### config.mk
export PLATFORM = sky130hd
export DESIGN_NAME = stream_comp_scheduler_flat
export DESIGN_NICKNAME = d
export VERILOG_FILES = /design/src/rtl/stream_comp_scheduler_if.sv /design/src/rtl/stream_comp_scheduler.sv /design/src/flat_wrapper.sv
export SDC_FILE = /design/constraint.sdc
export NUM_CORES = 1
export LEC_CHECK = 0
export BUFFER_PORTS_ARGS = -buffer_cell sky130_fd_sc_hd__buf_2
export CORE_ASPECT_RATIO = 0.5
export CORE_MARGIN = 5
export CORE_UTILIZATION = 25
export DETAILED_ROUTE_END_ITERATION = 12
export PLACE_DENSITY_LB_ADDON = 0.1
export SKIP_CTS_REPAIR_TIMING = 1
export SLEW_MARGIN = 20
export SYNTH_ARGS = -nofsm -noshare
export SYNTH_HDL_FRONTEND = slang
export SYNTH_SLANG_ARGS = --single-unit
export TNS_END_PERCENT = 50
### constraint.sdc
create_clock -name clk -period 1.6 [get_ports clk]
set_input_delay 0.32 -clock clk [delete_from_list [all_inputs] [get_ports clk]]
set_output_delay 0.32 -clock clk [all_outputs]
set_load 0.01 [all_outputs]
### src/rtl/stream_comp_scheduler_if.sv
// stream_comp_scheduler_if: run control, FIFO populations and actor invoke/FC handshake of the scheduler
interface stream_comp_scheduler_if #(
  parameter int width     = 10,
  parameter int pop_width = 8
);
  logic                 run;
  logic [pop_width-1:0] pop_data;
  logic [pop_width-1:0] pop_length;
  logic [pop_width-1:0] pop_command;
  logic [pop_width-1:0] free_out;
  logic [width-1:0]     length_peek;
  logic                 actor_FC;
  logic [1:0]           actor_next_mode_out;
  logic                 actor_invoke;
  logic [1:0]           actor_next_mode_in;
  logic                 busy;
  logic                 error;
  logic [15:0]          firing_count;
  logic [width-1:0]     cur_len;
  modport master (
    input  run, pop_data, pop_length, pop_command, free_out, length_peek, actor_FC, actor_next_mode_out,
    output actor_invoke, actor_next_mode_in, busy, error, firing_count, cur_len
  );
  modport slave (
    output run, pop_data, pop_length, pop_command, free_out, length_peek, actor_FC, actor_next_mode_out,
    input  actor_invoke, actor_next_mode_in, busy, error, firing_count, cur_len
  );
endinterface

### src/rtl/stream_comp_scheduler.sv
// stream_comp_scheduler: self-timed CFDF scheduler for the three-mode stream_comp actor
module stream_comp_scheduler #(
  parameter int width     = 10,
  parameter int pop_width = 8,
  parameter int timeout   = 1024
) (
  input logic                     clk,
  input logic                     rst,
  stream_comp_scheduler_if.master b
);
  localparam int MW = width > pop_width ? width : pop_width;
  localparam int WW = $clog2(timeout + 1);
  localparam logic [1:0] SETUP_COMP = 2'b00;
  localparam logic [1:0] COMP       = 2'b01;
  localparam logic [1:0] ILLEGAL    = 2'b11;
  typedef enum logic [2:0] {S_IDLE, S_CHECK, S_INVOKE, S_WAIT, S_ERR} state_t;
  state_t           r_state;
  logic [1:0]       r_mode;
  logic             r_invoke;
  logic             r_busy;
  logic             r_error;
  logic [15:0]      r_count;
  logic [width-1:0] r_cur_len;
  logic [WW-1:0]    r_wd;
  logic             w_en;
  // enable condition of the current mode, evaluated from live FIFO populations
  always_comb w_en = (r_mode == SETUP_COMP) ? (b.pop_length != '0 && b.pop_command != '0) :
                     (r_mode == COMP) ? (MW'(b.pop_data) >= MW'(r_cur_len)) :
                     (b.free_out != '0);
  // scheduler FSM with registered invoke/busy/error and firing bookkeeping
  always_ff @(posedge clk or posedge rst)
    if (rst) begin
      r_state   <= S_IDLE;
      r_mode    <= SETUP_COMP;
      r_invoke  <= 1'b0;
      r_busy    <= 1'b0;
      r_error   <= 1'b0;
      r_count   <= '0;
      r_cur_len <= '0;
      r_wd      <= '0;
    end else begin
      r_invoke <= 1'b0;
      case (r_state)
        S_IDLE:
          if (b.actor_FC) begin
            r_state <= S_ERR;
            r_error <= 1'b1;
            r_busy  <= 1'b1;
          end else if (b.run) begin
            r_state <= S_CHECK;
            r_busy  <= 1'b1;
          end
        S_CHECK:
          if (b.actor_FC) begin
            r_state <= S_ERR;
            r_error <= 1'b1;
          end else if (!b.run) begin
            r_state <= S_IDLE;
            r_busy  <= 1'b0;
          end else if (w_en) begin
            r_state  <= S_INVOKE;
            r_invoke <= 1'b1;
          end
        S_INVOKE:
          if (b.actor_FC) begin
            r_state <= S_ERR;
            r_error <= 1'b1;
          end else begin
            r_state <= S_WAIT;
            r_wd    <= '0;
            if (r_mode == SETUP_COMP) r_cur_len <= b.length_peek;
          end
        S_WAIT:
          if (b.actor_FC) begin
            r_count <= r_count + 16'd1;
            if (b.actor_next_mode_out == ILLEGAL) begin
              r_state <= S_ERR;
              r_error <= 1'b1;
            end else begin
              r_mode  <= b.actor_next_mode_out;
              r_state <= b.run ? S_CHECK : S_IDLE;
              r_busy  <= b.run;
            end
          end else if (r_wd == WW'(timeout - 1)) begin
            r_state <= S_ERR;
            r_error <= 1'b1;
          end else
            r_wd <= r_wd + 1'b1;
        default: r_state <= S_ERR;
      endcase
    end
  assign b.actor_invoke       = r_invoke;
  assign b.actor_next_mode_in = r_mode;
  assign b.busy               = r_busy;
  assign b.error              = r_error;
  assign b.firing_count       = r_count;
  assign b.cur_len            = r_cur_len;
endmodule

### src/flat_wrapper.sv
// flat-port wrapper written by rule: the top's interface ports become plain ports
module stream_comp_scheduler_flat 
#(
  parameter int width     = 10,
  parameter int pop_width = 8,
  parameter int timeout   = 1024
)
  (clk, rst, b_run, b_pop_data, b_pop_length, b_pop_command, b_free_out, b_length_peek, b_actor_FC, b_actor_next_mode_out, b_actor_invoke, b_actor_next_mode_in, b_busy, b_error, b_firing_count, b_cur_len);
  stream_comp_scheduler_if #(.width(width), .pop_width(pop_width)) b_i ();
  input logic clk;
  input logic rst;
  input wire logic [$bits(b_i.run)-1:0] b_run;
  input wire logic [$bits(b_i.pop_data)-1:0] b_pop_data;
  input wire logic [$bits(b_i.pop_length)-1:0] b_pop_length;
  input wire logic [$bits(b_i.pop_command)-1:0] b_pop_command;
  input wire logic [$bits(b_i.free_out)-1:0] b_free_out;
  input wire logic [$bits(b_i.length_peek)-1:0] b_length_peek;
  input wire logic [$bits(b_i.actor_FC)-1:0] b_actor_FC;
  input wire logic [$bits(b_i.actor_next_mode_out)-1:0] b_actor_next_mode_out;
  output wire logic [$bits(b_i.actor_invoke)-1:0] b_actor_invoke;
  output wire logic [$bits(b_i.actor_next_mode_in)-1:0] b_actor_next_mode_in;
  output wire logic [$bits(b_i.busy)-1:0] b_busy;
  output wire logic [$bits(b_i.error)-1:0] b_error;
  output wire logic [$bits(b_i.firing_count)-1:0] b_firing_count;
  output wire logic [$bits(b_i.cur_len)-1:0] b_cur_len;
  assign b_i.run = b_run;
  assign b_i.pop_data = b_pop_data;
  assign b_i.pop_length = b_pop_length;
  assign b_i.pop_command = b_pop_command;
  assign b_i.free_out = b_free_out;
  assign b_i.length_peek = b_length_peek;
  assign b_i.actor_FC = b_actor_FC;
  assign b_i.actor_next_mode_out = b_actor_next_mode_out;
  assign b_actor_invoke = b_i.actor_invoke;
  assign b_actor_next_mode_in = b_i.actor_next_mode_in;
  assign b_busy = b_i.busy;
  assign b_error = b_i.error;
  assign b_firing_count = b_i.firing_count;
  assign b_cur_len = b_i.cur_len;
  stream_comp_scheduler #(.width(width), .pop_width(pop_width), .timeout(timeout)) u_core (.clk(clk), .rst(rst), .b(b_i));
endmodule
**After elaboration in Yosys (flattened, before gate mapping)**

Cells that the tools add are included.

- Bits in registers: 45
- Input port bits: 48

- Magnitude comparators: 1
- Reductions and logical operators: 17
- Mux-type cells: 33
- Add/sub/neg operators: 2
- Equality and inequality tests: 18
- Bitwise logic cells: 2

Operators with widths:

| kind | count |
|---|---|
| 2-to-1 mux 11 bit | 3 |
| 2-to-1 mux 3 bit | 9 |
| nonzero test 8 bit | 3 |
| case mux 11 bit (2 select lines) | 1 |
| 2-to-1 mux 1 bit | 17 |
| adder 16 x 1 -> 16 bit, second input constant | 1 |
| inequality test 2 bit, second input constant | 7 |
| case mux 3 bit (4 select lines) | 1 |
| adder 11 x 1 -> 11 bit, second input constant | 1 |
| equality test 11 x 10 -> 1 bit, second input constant | 1 |
| greater-or-equal comparator 8 x 10 -> 1 bit | 1 |
| AND reduction 3 bit | 3 |
| AND reduction 4 bit | 2 |
| equality test 3 x 2 -> 1 bit, second input constant | 2 |
| inequality test 3 x 2 -> 1 bit, second input constant | 2 |
| AND reduction 6 bit | 1 |
| inequality test 4 x 3 -> 1 bit, second input constant | 1 |
| nonzero test 2 bit | 2 |
| equality test 3 x 1 -> 1 bit, second input constant | 1 |
| zero test 3 bit | 1 |
| inequality test 3 bit, second input constant | 1 |
| case mux 1 bit (3 select lines) | 1 |
| nonzero test 3 bit | 1 |
| OR reduction 3 bit | 1 |
| other kinds (8) | 9 |

**Depth between registers and ports, before layout**

- Word-level depth: 7
- Mapped depth: 7
- Gate-level depth less buffers: 7

**Worst setup path before layout**

OpenSTA, ideal clock, no wires.

- Path type: reg-to-reg
- From: register u_core.r_wd[0]
- To: register u_core.r_state[0]
- Stages on the path, launching flop included: 6
- Buffers on the path: 0
- Slack: -0.043 ns
- Data arrival time: 1.512 ns
- Setup time: 0.131 ns
- Data required time: 1.469 ns
- Cell sequence: dfrtp_1 -> ha_1 -> nand3_1 -> nor4_1 -> nor3b_1 -> or3_1

- Longest elaborated chain between the ends: 3

RTL lines:

| element | line | RTL |
|---|---|---|
| start, declared | stream_comp_scheduler.sv:24 | `logic [WW-1:0] r_wd;` |
| start signal, assigned | stream_comp_scheduler.sv:88 | `r_wd <= r_wd + 1'b1;` |
| equality test 11 x 10 -> 1 bit | stream_comp_scheduler.sv:84 | `end else if (r_wd == WW'(timeout - 1)) begin` |
| inequality test 3 x 2 -> 1 bit (no source line) | -- |  |
| AND reduction 3 bit (no source line) | -- |  |
| end signal, assigned | stream_comp_scheduler.sv:81 | `r_state <= b.run ? S_CHECK : S_IDLE;` |
| end, declared | stream_comp_scheduler.sv:17 | `state_t r_state;` |

Every way passes these cells.
A chain may end at the register's enable or synchronous reset.

**Worst setup path in the final report**

- From: register u_core.r_mode[1] (netlist: u_core.b.actor_next_mode_in[1])
- To: register u_core.r_state[0]

- Longest elaborated chain between the ends: 5
- Elaborated cells between the ends (all ways): 6
- Classes of those cells: eq/ne (2); mux (2); reduce/logical (2)

RTL lines:

| element | line | RTL |
|---|---|---|
| start, declared | stream_comp_scheduler.sv:18 | `logic [1:0] r_mode;` |
| start signal, assigned | stream_comp_scheduler.sv:80 | `r_mode <= b.actor_next_mode_out;` |
| equality test 2 x 1 -> 1 bit | stream_comp_scheduler.sv:28 | `(r_mode == COMP) ? (MW'(b.pop_data) >= MW'(r_cur_len)) :` |
| 2-to-1 mux 1 bit | stream_comp_scheduler.sv:28 |  |
| 2-to-1 mux 1 bit * | stream_comp_scheduler.sv:27 | `always_comb w_en = (r_mode == SETUP_COMP) ? (b.pop_length != '0 && b.pop_command != '0) :` |
| inequality test 4 x 3 -> 1 bit (no source line) * | -- |  |
| AND reduction 3 bit (no source line) * | -- |  |

Mark *: on every way between the ends. The rest lies on a longest branch, timed or not.

==> impl_results.html <==
<table>
<tr><th>Metric</th><th>Value</th></tr>
<tr><th colspan="2">Global route</th></tr>
<tr><td>Total routing usage reported by global routing</td><td>10.6%</td></tr>
<tr><td>Global-route wire length before repair</td><td>10000 µm</td></tr>
<tr><td>Via count of the first global-routing pass</td><td>2113</td></tr>
<tr><td>Pin count of the biggest net entering global routing</td><td>46</td></tr>
<tr><td>Congestion Overflow GR</td><td>0</td></tr>
<tr><td>Antenna violations before repair</td><td>0</td></tr>
<tr><th colspan="2">Worst setup path</th></tr>
<tr><td>Critical path required time</td><td>1.76 ns</td></tr>
<tr><td>Cell chain of the critical path</td><td>or4b_4 -&gt; a21oi_2 -&gt; a21oi_2 -&gt; or3_1</td></tr>
<tr><td>CP max FO</td><td>2</td></tr>
<tr><td>Launch instance of the worst register-to-register path</td><td>u_core.b.actor_next_mode_in[1]</td></tr>
<tr><td>Most numerous cell on the critical path</td><td>sky130_fd_sc_hd__a21oi_2</td></tr>
<tr><td>Number of cells on the worst reg-to-reg path</td><td>4</td></tr>
<tr><td>Startpoint types</td><td>register</td></tr>
<tr><td>Largest stage delay, worst path</td><td>0.54 ns</td></tr>
<tr><td>Type of the worst setup path</td><td>reg2reg</td></tr>
<tr><td>Worst r2r dst</td><td>u_core.r_state[0]</td></tr>
<tr><td>FF-to-FF setup slack</td><td>-0.07 ns</td></tr>
<tr><td>Crit path capture type</td><td>register</td></tr>
<tr><td>Cell with the biggest individual delay on the critical path</td><td>sky130_fd_sc_hd__or4b_4</td></tr>
<tr><td>Worst path arrival time</td><td>1.83 ns</td></tr>
<tr><th colspan="2">Synthesis</th></tr>
<tr><td>Synth area leader</td><td>sky130_fd_sc_hd__dfrtp_1</td></tr>
<tr><td>Top-count cell post-synth</td><td>sky130_fd_sc_hd__dfrtp_1</td></tr>
<tr><td>Top post-synthesis cells by count</td><td>45 x sky130_fd_sc_hd__dfrtp_1, 26 x sky130_fd_sc_hd__nor2_1, 16 x sky130_fd_sc_hd__xnor2_1, 13 x sky130_fd_sc_hd__inv_1, 12 x sky130_fd_sc_hd__nand2_1</td></tr>
<tr><td>Main area contributors after synthesis</td><td>sky130_fd_sc_hd__dfrtp_1 47%, sky130_fd_sc_hd__xnor2_1 5.8%, sky130_fd_sc_hd__ha_1 5.2%</td></tr>
<tr><td>Mapped cell area</td><td>2400 µm²</td></tr>
<tr><td>Share of synthesized area occupied by flip-flops and latches</td><td>46.9%</td></tr>
<tr><td>#FFs+latches synth</td><td>45</td></tr>
<tr><td>Fraction of synthesized cell area taken by the top area cell type</td><td>46.9%</td></tr>
<tr><td>Post-Syn Instances</td><td>233</td></tr>
<tr><td>Syn_area_per_cell</td><td>10.3 µm²</td></tr>
<tr><td>Mapped Nets</td><td>291</td></tr>
<tr><td>Number of synthesized flops with an enable pin</td><td>0</td></tr>
<tr><td>Post-synth top flop</td><td>sky130_fd_sc_hd__dfrtp_1</td></tr>
<tr><td>Yosys synthesis warning count</td><td>0</td></tr>
<tr><td>Count of distinct cell types in the synthesized netlist</td><td>44</td></tr>
<tr><td>Proportion of synthesized flip-flops having asynchronous set or reset</td><td>100%</td></tr>
<tr><th colspan="2">Routing</th></tr>
<tr><td>Wire length reported by the detailed router</td><td>6400 µm</td></tr>
<tr><td>Antenna Violating Nets Remaining</td><td>0</td></tr>
<tr><td>Total via count after detailed routing</td><td>2077</td></tr>
<tr><td>Routed vias/inst</td><td>4.26</td></tr>
<tr><td>Starting DRC count in detailed routing</td><td>52</td></tr>
<tr><td>Mean routed wirelength per cell</td><td>13.1 µm</td></tr>
<tr><td>Drc violations</td><td>0</td></tr>
<tr><td>Iteration count of the initial detailed-routing pass</td><td>4</td></tr>
<tr><th colspan="2">Finish</th></tr>
<tr><td>Post-route cell area</td><td>3620 µm²</td></tr>
<tr><td>Fraction of final layout cells with drive strength greater than 1</td><td>47.6%</td></tr>
<tr><td>Sequential cell area</td><td>1130 µm²</td></tr>
<tr><td>Number of antenna cells inserted</td><td>0</td></tr>
<tr><td>Post-route core utilization</td><td>38.5%</td></tr>
<tr><td>Fill count</td><td>957</td></tr>
<tr><td>Area of combinational cells with multiple inputs</td><td>1390 µm²</td></tr>
<tr><td>Area overhead of the layout relative to synthesis</td><td>50.8%</td></tr>
<tr><td>Layout net count</td><td>410</td></tr>
<tr><th colspan="2">Clock tree</th></tr>
<tr><td>Number of CTS-inserted buffers</td><td>5</td></tr>
<tr><td>Number of H-tree levels</td><td>2</td></tr>
<tr><td>Clock sink count</td><td>45</td></tr>
<tr><td>Clock-pin transition on the worst setup and hold timing paths</td><td>0.07 ns</td></tr>
<tr><td>Cell chosen for the clock root</td><td>sky130_fd_sc_hd__clkbuf_16</td></tr>
<tr><td>Clock tree from TritonCTS</td><td>yes</td></tr>
<tr><td>Clk Latency, worst-skew pair</td><td>0.29 ns</td></tr>
<tr><td>Largest buffer count on any clock path</td><td>2</td></tr>
<tr><th colspan="2">Placement</th></tr>
<tr><td>Post-detailed-placement half-perimeter wirelength</td><td>4820 µm</td></tr>
<tr><td>RD Place Congestion</td><td>0.808</td></tr>
<tr><td>Port Buffers</td><td>78</td></tr>
<tr><td>Cell area after placement</td><td>3230 µm²</td></tr>
<tr><th colspan="2">Timing</th></tr>
<tr><td>Measured slew at the worst slew-check pin</td><td>0.369 ns</td></tr>
<tr><td>Pins Over Slew Limit</td><td>0</td></tr>
<tr><td>Max transition margin</td><td>75.2%</td></tr>
<tr><td>Total of endpoints with negative setup slack in the final report</td><td>2</td></tr>
<tr><td>PnR worst setup slack</td><td>-0.0678 ns</td></tr>
<tr><td>Max frequency</td><td>0.600 GHz</td></tr>
<tr><td>Setup Skew</td><td>0.00831 ns</td></tr>
<tr><td>Unrepaired setup endpoints after global routing</td><td>true</td></tr>
<tr><td>Hold Fails Final Rpt</td><td>0</td></tr>
<tr><td>Final period utilization</td><td>104%</td></tr>
<tr><td>Minimum clock period</td><td>1.67 ns</td></tr>
<tr><th colspan="2">Floorplan</th></tr>
<tr><td>Core area</td><td>9420 µm²</td></tr>
<tr><td>Chip Width</td><td>149 µm</td></tr>
<tr><td>Die Area</td><td>11800 µm²</td></tr>
<tr><td>I/O pins</td><td>79</td></tr>
<tr><td>Standard-cell rows</td><td>25</td></tr>
<tr><td>DIE HEIGHT</td><td>79.3 µm</td></tr>
<tr><td>Initial Utilization</td><td>25.5%</td></tr>
<tr><th colspan="2">Power and ir drop</th></tr>
<tr><td>Peak supply drop</td><td>0.532 mV</td></tr>
<tr><td>Ratio of total power to cell area</td><td>711 nW/µm²</td></tr>
<tr><td>Total power of the final layout</td><td>0.00257 W</td></tr>
<tr><td>Leakage power figure</td><td>1.77 nW</td></tr>
<tr><th colspan="2">Job</th></tr>
<tr><td>Number of max-capacitance violations reported</td><td>0</td></tr>
<tr><th colspan="2">Outcome</th></tr>
<tr><td>Outcome</td><td>finished with violations</td></tr>
<tr><td>Violations in the final reports</td><td>negative setup slack</td></tr>
<tr><th colspan="2">Min path</th></tr>
<tr><td>Worst hold-check path type</td><td>in2async</td></tr>
</table>
==> flip-flops by register name, indices dropped and copies added (netlist names) <==
| signal | cells |
|---|---|
| u_core.b.firing_count | 16 |
| u_core.r_wd | 11 |
| u_core.b.cur_len | 10 |
| u_core.r_state | 3 |
| u_core.b.actor_next_mode_in | 2 |
| u_core.b.actor_invoke | 1 |
| u_core.b.busy | 1 |
| u_core.b.error | 1 |
==> logic make-up after synthesis <==
family,after synthesis,synth area share (%)
mux,11,5.16
fa+ha+maj,10,5.21
simple gates,96,23.3
flops,45,46.9
compound gates,29,7.50
xor+xnor,23,8.39
buf+inv,19,3.49
==> layout make-up <==
class | count | share of cell area, %
Sequential cell | 45 | 31.1
Tap cell | 135 | 4.66
Clock inverter | 2 | 1.04
Inverter | 13 | 1.35
Timing Repair Buffer | 118 | 19.5
Multi-Input combinational cell | 169 | 38.5
Clock buffer | 6 | 3.84
==> how the worst max path moves through the flow <==
stage	to	slack [ns]	start	cells after the start
2_1_floorplan	u_core.r_state[0]	-0.02	u_core.b.actor_next_mode_in[1]	4
3_3_place_gp	u_core.r_state[0]	-0.13	b_pop_data[0]	8
3_5_place_dp	u_core.r_state[1]	-0.14	b_pop_data[5]	7
4_1_cts	u_core.r_state[1]	-0.12	u_core.b.cur_len[5]	7
5_1_grt	u_core.r_state[0]	-0.11	u_core.b.cur_len[0]	6
6_report	u_core.r_state[0]	-0.07	u_core.b.actor_next_mode_in[1]	4
==> per-stage QoR <==
stage	instances	hold slack (ns)	setup WS [ns]	TNS [ns]
3_5_place_dp	476	0.381	-0.142	-0.664
2_1_floorplan	233	0.471	-0.0190	-0.0190
4_1_cts	484	0.0728	-0.120	-0.648
5_1_grt	488	0.104	-0.114	-0.735
3_3_place_gp	476	0.378	-0.129	-0.558
6_report	488	0.0438	-0.0678	-0.0749
==> metal layers <==
metal | track usage (%) | wire (µm) | vias up | part of all wire (%)
li1 | - | - | 1061 | -
met1 | 13.2 | 2910 | 985 | 45
met2 | 17.9 | 3170 | 26 | 49
met3 | 3.31 | 265 | 5 | 4.1
met4 | 3.04 | 63 | 0 | 0.98
met5 | 0 | 0 | - | 0
==> cell usage in the layout, fill, tap and decap left out, types with 5 or more instances in the layout <==
| cell type | instances |
|---|---|
| sky130_fd_sc_hd__nand4_1 | 6 |
| sky130_fd_sc_hd__buf_2 | 78 |
| sky130_fd_sc_hd__o21ai_0 | 8 |
| sky130_fd_sc_hd__xor2_1 | 7 |
| sky130_fd_sc_hd__nor4_4 | 5 |
| sky130_fd_sc_hd__inv_1 | 11 |
| sky130_fd_sc_hd__dfrtp_1 | 45 |
| sky130_fd_sc_hd__mux2_2 | 11 |
| sky130_fd_sc_hd__nand3_1 | 5 |
| sky130_fd_sc_hd__buf_4 | 38 |
| sky130_fd_sc_hd__clkbuf_16 | 5 |
| sky130_fd_sc_hd__nor3_1 | 5 |
| sky130_fd_sc_hd__nand2_1 | 12 |
| sky130_fd_sc_hd__ha_1 | 7 |
| sky130_fd_sc_hd__or4_1 | 6 |
| sky130_fd_sc_hd__nor2_1 | 25 |
| sky130_fd_sc_hd__a21oi_1 | 6 |
| sky130_fd_sc_hd__xnor2_1 | 16 |
==> critical path: cells and delay by family (launching register included) <==
| family | cells | cell delay, ns |
|---|---|---|
| AO/OA/AOI/OAI | 2 | 0.31 |
| flip-flops | 1 | 0.38 |
| AND/OR/NAND/NOR | 2 | 0.85 |
==> power breakdown <==
part / leakage (nW) / internal [W] / switching, W / total (W)
clock network: 0.0831 / 0.000780 / 0.000460 / 0.00124
registers: 0.598 / 0.00115 / 0.0000127 / 0.00116
logic: 1.09 / 0.0000876 / 0.0000827 / 0.000170
total: 1.77 / 0.00202 / 0.000555 / 0.00257
Power figures use the tool's default switching activity.
